<file path="src/rtl/clk_div_pkg.sv">
// Shared mode encoding, channel-select width helper and default divisor for the clock divider.
// Pure declarations: no latency, no flow control.
package clk_div_pkg;

  typedef enum logic {
    MODE_CONT    = 1'b0,
    MODE_ONESHOT = 1'b1
  } mode_e;

  // 50 MHz / (2 * (24_999_999 + 1)) = 1 Hz wave
  localparam int unsigned DEFAULT_DIV_1HZ = 24_999_999;

  function automatic int ch_w(input int n);
    return (n > 1) ? $clog2(n) : 1;
  endfunction

endpackage

</file>
<file path="src/rtl/clk_div_chan.sv">
// One divider channel: counter, shadow divisor, mode/enable, registered wave and tick.
// Tick one cycle after terminal count; no backpressure, config writes always accepted.
module clk_div_chan
  import clk_div_pkg::*;
#(
  parameter int               DIV_W       = 25,
  parameter logic [DIV_W-1:0] DEFAULT_DIV = DIV_W'(DEFAULT_DIV_1HZ),
  parameter logic             DEFAULT_EN  = 1'b1
) (
  input  logic             clk_i,
  input  logic             rst_ni,
  input  logic             sync_clr_i,
  input  logic             wr_i,
  input  logic [DIV_W-1:0] cfg_div_i,
  input  logic             cfg_mode_i,
  input  logic             cfg_en_i,
  output logic             wave_o,
  output logic             tick_o,
  output logic             pend_o,
  output logic             en_o
);

  logic [DIV_W-1:0] cnt_q, cnt_d;
  logic [DIV_W-1:0] div_q, div_d;
  logic [DIV_W-1:0] shadow_q, shadow_d;
  logic             pend_q, pend_d;
  mode_e            mode_q, mode_d;
  logic             en_q, en_d;
  logic             wave_q, wave_d;
  logic             tick_q, tick_d;
  logic             terminal;

  assign terminal = (cnt_q == div_q);

  always_comb begin
    cnt_d    = cnt_q;
    div_d    = div_q;
    shadow_d = shadow_q;
    pend_d   = pend_q;
    mode_d   = mode_q;
    en_d     = en_q;
    wave_d   = wave_q;
    tick_d   = 1'b0;

    if (!en_q) begin
      cnt_d  = '0;
      wave_d = 1'b0;
      pend_d = 1'b0;
    end else if (!sync_clr_i) begin
      if (terminal) begin
        cnt_d  = '0;
        tick_d = 1'b1;
        if (pend_q) begin
          div_d  = shadow_q;
          pend_d = 1'b0;
        end
        if (mode_q == MODE_ONESHOT) en_d = 1'b0;
        else                        wave_d = ~wave_q;
      end else begin
        cnt_d = cnt_q + DIV_W'(1);
      end
    end

    if (sync_clr_i) begin
      cnt_d  = '0;
      wave_d = 1'b0;
      tick_d = 1'b0;
    end

    // A running channel takes the new divisor only at its next terminal count
    if (wr_i) begin
      mode_d = mode_e'(cfg_mode_i);
      if (!en_q || !cfg_en_i) begin
        div_d  = cfg_div_i;
        en_d   = cfg_en_i;
        cnt_d  = '0;
        wave_d = 1'b0;
        tick_d = 1'b0;
        pend_d = 1'b0;
      end else begin
        shadow_d = cfg_div_i;
        pend_d   = 1'b1;
      end
    end
  end

  always_ff @(posedge clk_i or negedge rst_ni) begin
    if (!rst_ni) begin
      cnt_q    <= '0;
      div_q    <= DEFAULT_DIV;
      shadow_q <= '0;
      pend_q   <= 1'b0;
      mode_q   <= MODE_CONT;
      en_q     <= DEFAULT_EN;
      wave_q   <= 1'b0;
      tick_q   <= 1'b0;
    end else begin
      cnt_q    <= cnt_d;
      div_q    <= div_d;
      shadow_q <= shadow_d;
      pend_q   <= pend_d;
      mode_q   <= mode_d;
      en_q     <= en_d;
      wave_q   <= wave_d;
      tick_q   <= tick_d;
    end
  end

  assign wave_o = wave_q;
  assign tick_o = tick_q;
  assign pend_o = pend_q;
  assign en_o   = en_q;

endmodule

</file>
<file path="src/rtl/multi_clk_divider.sv">
// N independent programmable clock-divider channels with write decode and bad-channel error pulse.
// All outputs registered (cfg_err one cycle after the write); no backpressure.
module multi_clk_divider
  import clk_div_pkg::*;
#(
  parameter int              N_CH        = 4,
  parameter int              DIV_W       = 25,
  parameter int unsigned     DEFAULT_DIV = DEFAULT_DIV_1HZ,
  parameter logic [N_CH-1:0] DEFAULT_EN  = {N_CH{1'b1}}
) (
  input  logic                    FPGA_clk,
  input  logic                    reset_n,
  input  logic                    sync_clr,
  input  logic                    cfg_we,
  input  logic [ch_w(N_CH)-1:0]   cfg_ch,
  input  logic [DIV_W-1:0]        cfg_div,
  input  logic                    cfg_mode,
  input  logic                    cfg_en,
  output logic                    cfg_err,
  output logic [N_CH-1:0]         wave,
  output logic [N_CH-1:0]         tick,
  output logic [N_CH-1:0]         pend,
  output logic [N_CH-1:0]         en_st
);

  logic ch_valid;
  logic cfg_err_q, cfg_err_d;

  assign ch_valid  = (int'(cfg_ch) < N_CH);
  assign cfg_err_d = cfg_we && !ch_valid;

  always_ff @(posedge FPGA_clk or negedge reset_n) begin
    if (!reset_n) cfg_err_q <= 1'b0;
    else          cfg_err_q <= cfg_err_d;
  end

  assign cfg_err = cfg_err_q;

  for (genvar i = 0; i < N_CH; i++) begin : g_ch
    logic wr;
    assign wr = cfg_we && ch_valid && (int'(cfg_ch) == i);

    clk_div_chan #(
      .DIV_W      (DIV_W),
      .DEFAULT_DIV(DIV_W'(DEFAULT_DIV)),
      .DEFAULT_EN (DEFAULT_EN[i])
    ) u_chan (
      .clk_i     (FPGA_clk),
      .rst_ni    (reset_n),
      .sync_clr_i(sync_clr),
      .wr_i      (wr),
      .cfg_div_i (cfg_div),
      .cfg_mode_i(cfg_mode),
      .cfg_en_i  (cfg_en),
      .wave_o    (wave[i]),
      .tick_o    (tick[i]),
      .pend_o    (pend[i]),
      .en_o      (en_st[i])
    );
  end

endmodule

</file>
<file path="config.mk">
export PLATFORM = sky130hd
export DESIGN_NAME = multi_clk_divider
export DESIGN_NICKNAME = d
export VERILOG_FILES = /design/src/rtl/clk_div_pkg.sv /design/src/rtl/clk_div_chan.sv /design/src/rtl/multi_clk_divider.sv
export SDC_FILE = /design/constraint.sdc
export NUM_CORES = 1
export LEC_CHECK = 0
export ABC_AREA = 1
export CAP_MARGIN = 20
export CORE_MARGIN = 3
export CORE_UTILIZATION = 30
export DETAILED_ROUTE_END_ITERATION = 6
export SLEW_MARGIN = 20
export SYNTH_ARGS = -nofsm -noshare
export SYNTH_HDL_FRONTEND = slang
export SYNTH_SLANG_ARGS = --single-unit
</file>
<file path="constraint.sdc">
create_clock -name FPGA_clk -period 5.5 [get_ports FPGA_clk]
set_clock_uncertainty 0.05 [all_clocks]
set_input_delay 0.55 -clock FPGA_clk [delete_from_list [all_inputs] [get_ports FPGA_clk]]
set_output_delay 0.55 -clock FPGA_clk [all_outputs]
set_load 0.1 [all_outputs]
</file>
Word level (Yosys, flattened, before mapping). Cells that the tools add are included.

Bits in registers: 320. Output and inout port bits: 17. Logic and storage cells: 213.

Add/sub/neg operators: 4. Equal/unequal tests: 15. Muxes and demuxes: 132. Bitwise operators: 8. Reductions and logical operators: 22.

Operators with widths (count): $mux 25 (44); $add 25x1->25 const B (4); $eq 25x25->1 (4); $mux 1 (88); $ne 3x2->1 const B (8); $reduce_and 2->1 (8); $not 1->1 (8); $logic_not 1->1 (5); $eq 2x2->1 const B (2); $logic_and 1x1->1 (4); $logic_or 1x1->1 (4); $eq 2x1->1 const B (1); $logic_not 2->1 (1).

Logic depth before layout (Yosys ltp). Gate-level depths: netlist of the first run.

Depth in word-level cells: 7. Mapped depth: 15. Gate-level depth less buffers: 13.

Hierarchy. From an unflattened synthesis of the first run, not the netlist that was laid out.

Cells, all modules: 2334. Area, all modules: 17590.6 µm².

By module, submodules not included: clk_div_chan (g_ch[0].u_chan ...) (times used 2, cells each 579, area each 4365.4 µm², seq. area each 2024.4 µm²); clk_div_chan (g_ch[2].u_chan) (times used 1, cells each 586, area each 4426.7 µm², seq. area each 2024.4 µm²); clk_div_chan (g_ch[3].u_chan) (times used 1, cells each 580, area each 4391.7 µm², seq. area each 2024.4 µm²); multi_clk_divider (times used 1, cells each 10, area each 41.3 µm², seq. area each 0.0 µm²).

Worst setup path after synthesis of the first run. No wires, ideal clock.

Path kind: in2reg. From: input sync_clr. To: register g_ch[3].u_chan.div_q[15]. Library setup time: 0.113 ns. Data arrival time: 1.666 ns. Required time: 5.337 ns. Setup slack: 3.671 ns. Stages on the path: 8. Buffers on the path: 3. Cell sequence: buf_4 -> clkinv_1 -> buf_2 -> buf_1 -> nand4_1 -> nand3_1 -> nand2_1 -> inv_1.

Word-level cells in the longest chain between the ends: 4.

RTL lines: start: declaration (RTL line multi_clk_divider.sv:13) `input logic sync_clr,`; $mux 25 (*) (RTL line clk_div_chan.sv:49) `end else if (!sync_clr_i) begin`; $mux 25 (*) (RTL line clk_div_chan.sv:45) `if (!en_q) begin`; $mux 25 (RTL line clk_div_chan.sv:73) `if (!en_q || !cfg_en_i) begin`; $mux 25 (*) (RTL line clk_div_chan.sv:71) `if (wr_i) begin`; named net g_ch[3].u_chan.div_d[15] (RTL line clk_div_chan.sv:24) `logic [DIV_W-1:0] div_q, div_d;`; end signal: assignment (RTL line clk_div_chan.sv:99) `div_q <= div_d;`; end: declaration (RTL line clk_div_chan.sv:24).

The timed path passes the listed nets; every way through them passes the cells marked *. A chain may end at the register's enable or synchronous reset.

Final worst setup path of the first run.
From: register g_ch[2].u_chan.pend_q. To: output pend[2].

RTL lines: start: declaration (RTL line clk_div_chan.sv:26) `logic pend_q, pend_d;`; start signal: assignment (RTL line clk_div_chan.sv:101) `pend_q <= pend_d;`; end: declaration (RTL line multi_clk_divider.sv:22) `output logic [N_CH-1:0] pend,`.

No word-level cell between the ends.

==> impl_results.md, run 1 <==
- Initial antenna violation count: 1
- Clock sink count: 320
- Die Wd: 250.5 um
- Max incr delay on CP: 1.31 ns
- Vert. Die Dim: 250.5 um
- Antenna Nets Post-Route: 0
- Routed WL: 53.33 mm
- Hold path depth: 2
- FF+latch count, synth: 320
- Synthesized cell area: 0.01794 sq mm
- Largest net degree at the start of global routing: 101
- Final worst path period share: 64.52%
- Comb power frac: 16.7%
- Register area share after synthesis: 45.14%
- Clk network pwr share: 39.4%
- Pwr Total: 7064 uW
- Setup violators final: 0
- Area contributors post-synth: dfrtp_1 (35%), nand2_1 (18%), dfstp_2 (11%), inv_1 (7.3%), o21ai_0 (4.4%)
- Clk_lat worst skew: 0.55 ns
- Synth async-reset ratio: 100.0%
- Crit path time final: 3.548 ns
- Crit path max-delay family: buffers and inverters
- Fmax: 281.8 MHz
- DR pass1 iterations: 5
- Setup TNS: 0 ns
- WL/cell: 16.10 um
- Clock root buffer: clkbuf_16
- Synthesis Warnings: 0
- Switch Pwr: 2100 uW
- P per Cell Area: 346.9 mW/mm^2
- Core ar.: 0.05913 sq mm
- Hold WS: 0.4339 ns
- First-pass GRT wire length: 83.82 mm
- Yosys top cell area share: 34.59%
- CTS max path bufs: 3
- HP Class: register to register
- Critical Path AT: 2.95 ns
- Std-Cell Rows: 89
- Status: completed
- Area growth syn-to-layout: 13.51%
- Worst-path fanout max: 28
- Nets: 2547
- Startpoint Class: register
- Vias in the first global route: 14560
- Critical path data required time: 4.90 ns
- I/O pin cnt: 50
- Proportion of layout cells with a drive suffix above 1: 9.453%
- Final Cell Area: 0.02036 sq mm
- CTS H-tree depth: 2
- HPWL Detailed: 36.01 mm
- Number of buffers added on ports: 48
- Buf+Inv Stages, Crit Path: 1
- Syn nets: 2550
- Clock transition at path regs: 0.06 ns
- DR DRC count: 0
- Critical path class: register to primary output
- Commonest cells post-synth: nand2_1 (864), inv_1 (347), dfrtp_1 (248)
- Slew @ Worst Pin: 1.126 ns
- Slowest cell on crit path: clkdlybuf4s50_1
- Pins Over Slew Limit: 0
- Via Count: 15720
- RSZ-0062 raised after global routing: false
- Yosys top cell by area: dfrtp_1
- RD Place Congestion: 0.8536
- Most used DFF post-synth: dfrtp_1
- 1st-iter DRT viols: 1060
- Overall routing resource usage: 16.79%
- Via/cell ratio: 4.746
- Area after DPL: 0.01899 sq mm
- Total Die Area: 0.06277 sq mm
- Starting Density: 30.34%
- Top-count cell post-synth: nand2_1
- Flop pwr share: 44.0%
- Sw Share: 29.73%
- Syn Area/Cell: 7.139 sq um
- Total CTS buffers: 38
- Crit. End Element: primary output
- Post-synth EDFFs: 0
- Final hold violations: 0
- Worst Reg-to-Reg Cells: 14
- Worst slew margin: 24.96%
- Total global routing overflow: 0
- Distinct cells, synth: 47
- CTS tree: built
- Maxcap violations: 0
- Post-CTS Setup Inserts: 0
- Synth Instances: 2513
- # resized after CTS: 0
- Pleak: 0.009871 uW
- Worst IR Drop VDD: 0.0002607 V
- Number of stages on the worst setup path: 1
- Crit path cell chain: clkdlybuf4s50_1
- Cell Int Power: 4963 uW
## state kept, by name (all words and copies together), names as in the netlist
name                  count
g_ch.u_chan.mode_q        4
g_ch.u_chan.cnt_q       100
g_ch.u_chan.wave_o        4
g_ch.u_chan.pend_o        4
g_ch.u_chan.div_q       100
g_ch.u_chan.tick_o        4
g_ch.u_chan.shadow_q    100
g_ch.u_chan.en_o          4
## cells in the final DEF (no fill, tap or decap), types with 16 or more instances in the layout
cell and instances:
nand2_1 864, inv_1 347, dfrtp_1 248, nor2_1 164, o21ai_0 158, nand3_1 144, nand4_1 113, dfstp_2 72
clkdlybuf4s50_1 47, inv_2 43, o21ai_1 43, clkbuf_16 39, a21oi_1 38, nor3_1 37, xnor2_1 18, xor2_1 16
buf_4 16
## what timing repair did
item                                    CTS  global route
endpoints found under the setup margin    0             0
endpoints found under the hold margin     3             0
hold buffers                              1             0
## stage by stage
| stage | setup WS [ns] | util, % | cells |
|---|---|---|---|
| after CTS | 1.961 | 34.44 | 3312 |
| after global routing | 1.880 | 34.44 | 3312 |
| after global placement | 2.017 | 32.11 | 3242 |
| final | 1.952 | 34.44 | 3313 |
| after detailed placement | 1.964 | 32.11 | 3242 |
| after floorplan | 3.671 | - | 2513 |
## cell type report
class	count	area [sq um]
clock inverter	13	225.2
antenna	1	2.502
fill	6248	38770
tap	773	967.2
clock buffer	56	1140
inverter	395	1483
timing repair buffer	67	655.6
multi-input combinational	1688	7794
sequential	320	8098
## power groups by stage
stage               Combinational (uW)  Clock, uW  Sequential [uW]
finish                            1180       2780             3110
global placement                  1160          0             3130
detailed placement                1180          0             3140
global route                      1370       2920             3150
CTS                               1190       2830             3100
floorplan                          892          0             3040
## worst reg2reg max path, stage by stage (launching register included)
cell	delay, ns
dfstp_2	0.53
inv_1	0.05
nand2_1	0.05
nand2_1	0.06
nor2_1	0.10
nand2_1	0.07
nor2_1	0.18
nand2_1	0.09
nor2_2	0.08
buf_4	0.35
nand3_2	0.59
nand2_1	0.22
nand3_1	0.08
nand2_1	0.08
inv_1	0.04
## worst paths after layout
path | endpoint | slack, ns | startpoint
setup / recovery | pend[2] | 1.95 | g_ch[2].u_chan.pend_o$_DFFE_PN0P_
hold / removal | g_ch[1].u_chan.shadow_q[1]$_DFFE_PN0P_ | 0.43 | g_ch[1].u_chan.shadow_q[1]$_DFFE_PN0P_
setup reg to reg | g_ch[2].u_chan.div_q[6]$_DFF_PN0_ | 2.78 | g_ch[2].u_chan.div_q[0]$_DFF_PN1_
hold reg to reg | g_ch[1].u_chan.shadow_q[1]$_DFFE_PN0P_ | 0.43 | g_ch[1].u_chan.shadow_q[1]$_DFFE_PN0P_
max in group asynchronous | g_ch[3].u_chan.div_q[21]$_DFF_PN1_ | 3.72 | reset_n
min in group asynchronous | g_ch[1].u_chan.cnt_q[19]$_DFF_PN0_ | 0.56 | reset_n
## per-layer routing
metal / part of all wire [%] / global-route usage [%] / vias up
met3: 5.6 / 2.232 / 85
li1: - / - / 7876
met2: 43 / 25.31 / 412
met1: 48 / 24.74 / 7350
met4: 2.9 / 5.634 / 0
met5: 0 / 0 / -
## logic make-up (layout without fill, tap and decap cells)
family,after synthesis,count (layout),share of synthesized area (%)
AO/OA/AOI/OAI,258,258,7.448
XOR/XNOR,34,34,1.660
adder cells (fa/ha/maj),4,4,0.2790
buffers and inverters,505,531,11.42
flip-flops,320,320,45.14
multiplexers,2,2,0.1255
other,1,2,0.02090
AND/OR/NAND/NOR,1389,1389,33.91
No activity file was read; power rests on OpenSTA's default activity.
==> run 2: changes to the inputs <==
==> constraint.sdc (replaced) <==
create_clock -name FPGA_clk -period 3.3 [get_ports FPGA_clk]
set_clock_uncertainty 0.05 [all_clocks]
set_input_delay 0.33 -clock FPGA_clk [delete_from_list [all_inputs] [get_ports FPGA_clk]]
set_output_delay 0.33 -clock FPGA_clk [all_outputs]
set_load 0.1 [all_outputs]
==> run 2 against run 1 <==
  * Critical path depth is the same
  * Sequential power grew 66%
  * Global-route usage grew 0.20 points
  * Highest routed layer is now met5
==> impl_results.md, run 2 (synthesized netlist as in run 1, its figures left out) <==
- Largest net degree at the start of global routing: 89 (was 101)
- Slowest cell on crit path: clkdlybuf4s50_1 (unchanged)
- Hold path depth: 3 (was 2)
- Comb power frac: 17.9% (was 16.7%)
- R2r endpoint: g_ch[1].u_chan.div_q[5]$_DFF_PN1_ (was g_ch[2].u_chan.div_q[6]$_DFF_PN0_)
- Number of buffers added on ports: 48 (unchanged)
- RSZ-0062 raised after global routing: false (unchanged)
- Vert. Die Dim: 250.5 um (unchanged)
- Status: completed (unchanged)
- Via Count: 15970 (was 15720)
- Worst slew margin: 33.72% (was 24.96%)
- Total global routing overflow: 0 (unchanged)
- WL/cell: 16.10 um (about the same)
- Crit path cell chain: clkdlybuf4s50_1 (unchanged)
- Final hold violations: 0 (unchanged)
- Commonest non-fill, non-tap cell in the layout: nand2_1 (unchanged)
- Reg2reg setup slack: 0.90 ns (was 2.78 ns)
- Vias in the first global route: 14880 (was 14560)
- Sw Share: 30.91% (was 29.73%)
- Nets: 2561 (was 2547)
- Critical Path AT: 2.19 ns (was 2.95 ns)
- Startpoint Class: register (unchanged)
- Proportion of layout cells with a drive suffix above 1: 10.10% (was 9.453%)
- Final WS setup: 0.7338 ns (was 1.952 ns)
- R2R Path Start: g_ch[1].u_chan.div_q[1]$_DFF_PN1_ (was g_ch[2].u_chan.div_q[0]$_DFF_PN1_)
- Critical path class: register to primary output (unchanged)
- Overall routing resource usage: 16.99% (was 16.79%)
- Final worst path period share: 77.76%
- Largest regs: g_ch.u_chan.cnt_q: 100 flops, g_ch.u_chan.div_q: 100 flops, g_ch.u_chan.shadow_q: 100 flops (unchanged)
- Worst IR Drop VDD: 0.0004072 V (was 0.0002607 V)
- Clk network pwr share: 36.8% (was 39.4%)
- Setup TNS: 0 ns (unchanged)
- WL met2: 22.87 mm (was 23.18 mm)
- I/O pin cnt: 50 (unchanged)
- Setup violators final: 0 (unchanged)
- HPWL Detailed: 37.06 mm (was 36.01 mm)
- CTS H-tree depth: 2 (unchanged)
- Crit path time final: 2.566 ns
- Max incr delay on CP: 1.18 ns (was 1.31 ns)
- Crit. End Element: primary output (unchanged)
- CTS tree: built (unchanged)
- RD Place Congestion: 0.8707 (was 0.8536)
- First-pass GRT wire length: 84.80 mm (was 83.82 mm)
- HP Class: primary input to register (was register to register)
- Antenna cells: 0 (was 1)
- Initial antenna violation count: 3 (was 1)
- Pins Over Slew Limit: 0 (unchanged)
- Area after DPL: 0.01911 sq mm (was 0.01899 sq mm)
- Via/cell ratio: 4.798 (was 4.746)
- # resized after CTS: 0 (unchanged)
- Starting Density: 30.34% (unchanged)
- Fmax: 389.7 MHz
- Worst-path fanout max: 3 (was 28)
- Cell Int Power: 7858 uW (was 4963 uW)
- Clock root buffer: clkbuf_16 (unchanged)
- Routed WL: 53.57 mm (was 53.33 mm)
- Total Die Area: 0.06277 sq mm (unchanged)
- Total CTS buffers: 39 (was 38)
- Crit path max-delay family: buffers and inverters (unchanged)
- Std-Cell Rows: 89 (unchanged)
- Flop pwr share: 45.4% (was 44.0%)
- Slew @ Worst Pin: 0.9911 ns (was 1.126 ns)
- Commonest cells after routing, fill and taps aside: nand2_1 (864), inv_1 (347), dfrtp_1 (248) (unchanged)
- 1st-iter DRT viols: 1284 (was 1060)
- Critical path data required time: 2.92 ns (was 4.90 ns)
- Clock sink count: 320 (unchanged)
- Core ar.: 0.05913 sq mm (unchanged)
- Worst Reg-to-Reg Cells: 12 (was 14)
- Pleak: 0.009906 uW (was 0.009871 uW)
- Maxcap violations: 0 (unchanged)
- DR pass1 iterations: 5 (unchanged)
- Post-Route M1 WL: 25.40 mm (was 25.61 mm)
- Hold path endpoint: g_ch[1].u_chan.div_q[18]$_DFF_PN1_ (was g_ch[1].u_chan.shadow_q[1]$_DFFE_PN0P_)
- Switch Pwr: 3516 uW (was 2100 uW)
- Buf+Inv Stages, Crit Path: 1 (unchanged)
- CTS max path bufs: 3 (unchanged)
- P per Cell Area: 559.0 mW/mm^2 (was 346.9 mW/mm^2)
- Clk_lat worst skew: 0.57 ns (was 0.55 ns)
- Post-place setup slack: 0.6706 ns (was 1.964 ns)
- Die Wd: 250.5 um (unchanged)
- Area growth syn-to-layout: 13.41% (was 13.51%)
- Metal3 WL: 3.741 mm (was 3.007 mm)
- Final Cell Area: 0.02035 sq mm (was 0.02036 sq mm)
- DR DRC count: 0 (unchanged)
- Antenna Nets Post-Route: 0 (unchanged)
- Top Metal Used: met5 (was met4)
- Clock transition at path regs: 0.06 ns (about the same)
- Hold_sp: cfg_div[18] (was g_ch[1].u_chan.shadow_q[1]$_DFFE_PN0P_)
run 2: cell types whose count changed in the layout (fill, tap and decap cells not counted), moves of 3 or more:
cell,before,now
clkinv_2,4,7
buf_4,16,34
clkbuf_8,10,7
clkdlybuf4s50_1,47,38
bufinv_16,6,1
buf_12,2,6
clkbuf_1,7,14
run 2: cell type report:
| type | instances | area [sq um] |
|---|---|---|
| clock buffer | 60 | 1125 |
| clock inverter | 12 | 100.1 |
| fill | 6253 | 38780 |
| inverter | 395 | 1483 |
| multi-input combinational | 1688 | 7794 |
| sequential | 320 | 8098 |
| tap | 773 | 967.2 |
| timing repair buffer | 80 | 780.7 |
run 2: layer usage:
metal	track usage, %	vias up
li1	-	7926
met1	24.83	7485
met2	25.19	464
met3	3.468	91
met4	5.134	2
met5	0	-
run 2: power groups by stage:
stage / registers [uW] / logic [uW] / clock network [uW]
after global routing: 5240 / 2350 / 4460
after CTS: 5150 / 2030 / 4300
final: 5160 / 2030 / 4180
after global placement: 5210 / 1990 / 0
after floorplan: 5060 / 1490 / 0
after detailed placement: 5210 / 2020 / 0
run 2: how the worst max path moves through the flow:
stage | start | to | slack, ns | cells past startpoint
finish | g_ch[0].u_chan.wave_o$_DFF_PN0_ | wave[0] | 0.73 | 1
global route | g_ch[3].u_chan.cnt_q[15]$_DFF_PN0_ | g_ch[3].u_chan.div_q[15]$_DFF_PN0_ | 0.64 | 12
CTS | g_ch[0].u_chan.wave_o$_DFF_PN0_ | wave[0] | 0.68 | 1
detailed placement | cfg_ch[0] | g_ch[0].u_chan.shadow_q[18]$_DFFE_PN0P_ | 0.67 | 6
global placement | cfg_ch[1] | g_ch[2].u_chan.shadow_q[21]$_DFFE_PN0P_ | 0.73 | 9
floorplan | g_ch[0].u_chan.div_q[3]$_DFF_PN1_ | g_ch[0].u_chan.div_q[15]$_DFF_PN0_ | 1.52 | 14
run 2: per-stage QoR:
step | util, % | power, uW | hold slack, ns | std cells
2_1_floorplan | - | 6548 | -0.01559 | 2513
4_1_cts | 34.41 | 11480 | 0.2648 | 3328
3_5_place_dp | 32.32 | 7233 | 0.3584 | 3255
6_report | 34.41 | 11370 | 0.2811 | 3328
5_1_grt | 34.41 | 12060 | 0.2998 | 3328
3_3_place_gp | 32.32 | 7194 | 0.3670 | 3255
run 2: timing repair:
item,CTS,global route
endpoints found under the hold margin,67,0
buffers inserted,0,0
endpoints found under the setup margin,0,0
hold buffers,1,0
==> run 3: changes to the inputs <==
==> constraint.sdc (replaced) <==
create_clock -name FPGA_clk -period 2.2 [get_ports FPGA_clk]
set_clock_uncertainty 0.05 [all_clocks]
set_input_delay 0.22 -clock FPGA_clk [delete_from_list [all_inputs] [get_ports FPGA_clk]]
set_output_delay 0.22 -clock FPGA_clk [all_outputs]
set_load 0.1 [all_outputs]
==> run 3 against run 2 <==
  * Core utilization grew 1.6 points
  * Clock-buffer cell count grew 4
  * Clock power grew 56%
  * Sequential power grew 49%
  * Global-route usage grew 0.30 points
  * Combinational power grew 59%
  * Via count grew 0.92%
  * Non-clock buffer count grew 86
  * Total power grew 54%
  * Highest routed layer is now met4
==> impl_results.md, run 3 (synthesized netlist as in run 1, its figures left out) <==
- R2R Path Start: g_ch[1].u_chan.div_q[22]$_DFF_PN1_ (was g_ch[1].u_chan.div_q[1]$_DFF_PN1_)
- Met2 Use GR: 27.18% (was 25.19%)
- Antenna Nets Post-Route: 0 (unchanged)
- Setup TNS: 0 ns (unchanged)
- Multi-input gate area: 0.007859 sq mm (was 0.007794 sq mm)
- Commonest non-fill, non-tap cell in the layout: nand2_1 (unchanged)
- Met3 usage: 2.731% (was 3.468%)
- Crit path time final: 2.102 ns
- Std-Cell Rows: 89 (unchanged)
- Fmax: 475.7 MHz
- Total global routing overflow: 0 (unchanged)
- Routed WL: 53.66 mm (was 53.57 mm)
- Pleak: 0.01043 uW (was 0.009906 uW)
- Antenna cells: 0 (unchanged)
- Area after DPL: 0.01991 sq mm (was 0.01911 sq mm)
- RD Place Congestion: 0.8510 (was 0.8707)
- Number of buffers added on ports: 48 (unchanged)
- CTS H-tree depth: 2 (unchanged)
- 1st-iter DRT viols: 1131 (was 1284)
- Clock root buffer: clkbuf_16 (unchanged)
- Vert. Die Dim: 250.5 um (unchanged)
- Pins Over Slew Limit: 0 (unchanged)
- RSZ-0062 raised after global routing: true (was false)
- DR pass1 iterations: 5 (unchanged)
- Total Die Area: 0.06277 sq mm (unchanged)
- Starting Density: 30.34% (unchanged)
- Core ar.: 0.05913 sq mm (unchanged)
- Critical Path AT: 2.54 ns (was 2.19 ns)
- DR DRC count: 0 (unchanged)
- Initial antenna violation count: 1 (was 3)
- Nets: 2647 (was 2561)
- Clock transition at path regs: 0.06 ns (about the same)
- First-pass GRT wire length: 86.97 mm (was 84.80 mm)
- Die Wd: 250.5 um (unchanged)
- Largest net degree at the start of global routing: 112 (was 89)
- WL/cell: 15.72 um (was 16.10 um)
- Via/cell ratio: 4.722 (was 4.798)
- HPWL Detailed: 38.61 mm (was 37.06 mm)
- Combined flip-flop and latch cell area: 0.008103 sq mm (was 0.008098 sq mm)
- Slew @ Worst Pin: 0.6900 ns (was 0.9911 ns)
- Overall routing resource usage: 17.28% (was 16.99%)
- Met1 Use GR: 24.61% (was 24.83%)
- Commonest cells after routing, fill and taps aside: nand2_1 (861), inv_1 (347), dfrtp_1 (244) (was nand2_1 (864), inv_1 (347), dfrtp_1 (248))
- Critical path data required time: 2.64 ns (was 2.92 ns)
- Final WS setup: 0.09779 ns (was 0.7338 ns)
- Maxcap violations: 0 (unchanged)
- Proportion of layout cells with a drive suffix above 1: 13.86% (was 10.10%)
- Worst slew margin: 53.95% (was 33.72%)
- Setup violators final: 0 (unchanged)
- Final Cell Area: 0.02129 sq mm (was 0.02035 sq mm)
- Post-place setup slack: 0.06317 ns (was 0.6706 ns)
- Global routing's busiest layer: met2 (unchanged)
- Clock sink count: 320 (unchanged)
- Fin cells: 3413 (was 3328)
- Vias in the first global route: 15610 (was 14880)
- Status: completed (unchanged)
- Crit. Startpoint: g_ch[1].u_chan.div_q[22]$_DFF_PN1_ (was g_ch[0].u_chan.wave_o$_DFF_PN0_)
- CTS tree: built (unchanged)
- Largest regs: g_ch.u_chan.cnt_q: 100 flops, g_ch.u_chan.div_q: 100 flops, g_ch.u_chan.shadow_q: 100 flops (unchanged)
- CTS max path bufs: 3 (unchanged)
- P per Cell Area: 820.8 mW/mm^2 (was 559.0 mW/mm^2)
- Clk_lat worst skew: 0.57 ns (about the same)
- Crit. End Element: register (was primary output)
- Startpoint Class: register (unchanged)
- HP Class: primary input to async pin (was primary input to register)
- I/O pin cnt: 50 (unchanged)
- Filler instances: 6241 (was 6253)
- Total CTS buffers: 39 (unchanged)
- Worst-path fanout max: 7 (was 3)
- Placed Cells: 3340 (was 3255)
- Final hold violations: 0 (unchanged)
- Final worst path period share: 95.56%
- Critical path class: register to register (was register to primary output)
- Worst IR Drop VDD: 0.0005333 V (was 0.0004072 V)
- Via Count: 16120 (was 15970)
- Area growth syn-to-layout: 18.65% (was 13.41%)
[run 3: changes by cell type in the layout (fill, tap and decap cells not counted), moves of 4 or more]
cell,before,now
nor2_1,164,158
buf_12,6,20
buf_4,34,113
dfrtp_1,248,244
clkinv_2,7,3
dfrtp_2,0,4
clkdlybuf4s50_1,38,31
[run 3: layer usage]
| layer | share of wire (%) | routed length [um] |
|---|---|---|
| met5 | 0 | 0 |
| met4 | 2.4 | 1276 |
| met3 | 5.7 | 3041 |
| met2 | 45 | 23900 |
| met1 | 47 | 25440 |
[run 3: worst paths after layout]
kind,endpoint,slack (ns),depth (start not counted)
min reg2reg,g_ch[0].u_chan.shadow_q[10]$_DFFE_PN0P_,0.43,2
max in group asynchronous,g_ch[2].u_chan.cnt_q[21]$_DFF_PN0_,1.23,3
min,g_ch[1].u_chan.cnt_q[10]$_DFF_PN0_,0.04,2
min in group FPGA_clk,g_ch[1].u_chan.div_q[2]$_DFF_PN1_,0.16,3
max reg2reg,g_ch[1].u_chan.div_q[19]$_DFF_PN1_,0.1,13
max,g_ch[1].u_chan.div_q[19]$_DFF_PN1_,0.1,13
[run 3: through the flow]
stage               total power [uW]  hold slack (ns)  util, %
floorplan                       9823          -0.1256        -
global placement               10960         0.007086    33.67
detailed placement             11010         0.007815    33.67
CTS                            17620          0.03414    35.87
global route                   18520          0.06422    36.00
finish                         17470          0.04033    36.00
[run 3: power by group]
part	leakage, uW	internal [uW]	switching (uW)
Combinational	0.00581	1190	2030
Sequential	0.00399	7080	631
Clock	0.000633	3930	2610
[run 3: worst max-delay path, cell delays in order, from the launching register on]
cell,delay [ns]
dfstp_2,0.54
inv_1,0.07
nand2_1,0.05
nand2_1,0.05
nor2_1,0.15
nand2_1,0.07
nor2_1,0.17
nand2_4,0.11
nor2_8,0.13
nand4_2,0.20
buf_4,0.24
nand2_1,0.07
nand3_1,0.08
nand2_1,0.08
[run 3: what timing repair did]
action	4_1_cts	5_1_grt
gates resized for setup	0	21
setup endpoints to repair	0	67
setup buffers	0	1
hold endpoints to repair	250	0
hold buffers	1	0
[run 3: cell type report]
class,instances,area share [%]
sequential,320,38.06
multi-input combinational,1688,36.92
timing repair buffer,166,7.441
inverter,395,6.965
clock buffer,64,5.596
tap,773,4.544
clock inverter,7,0.4702
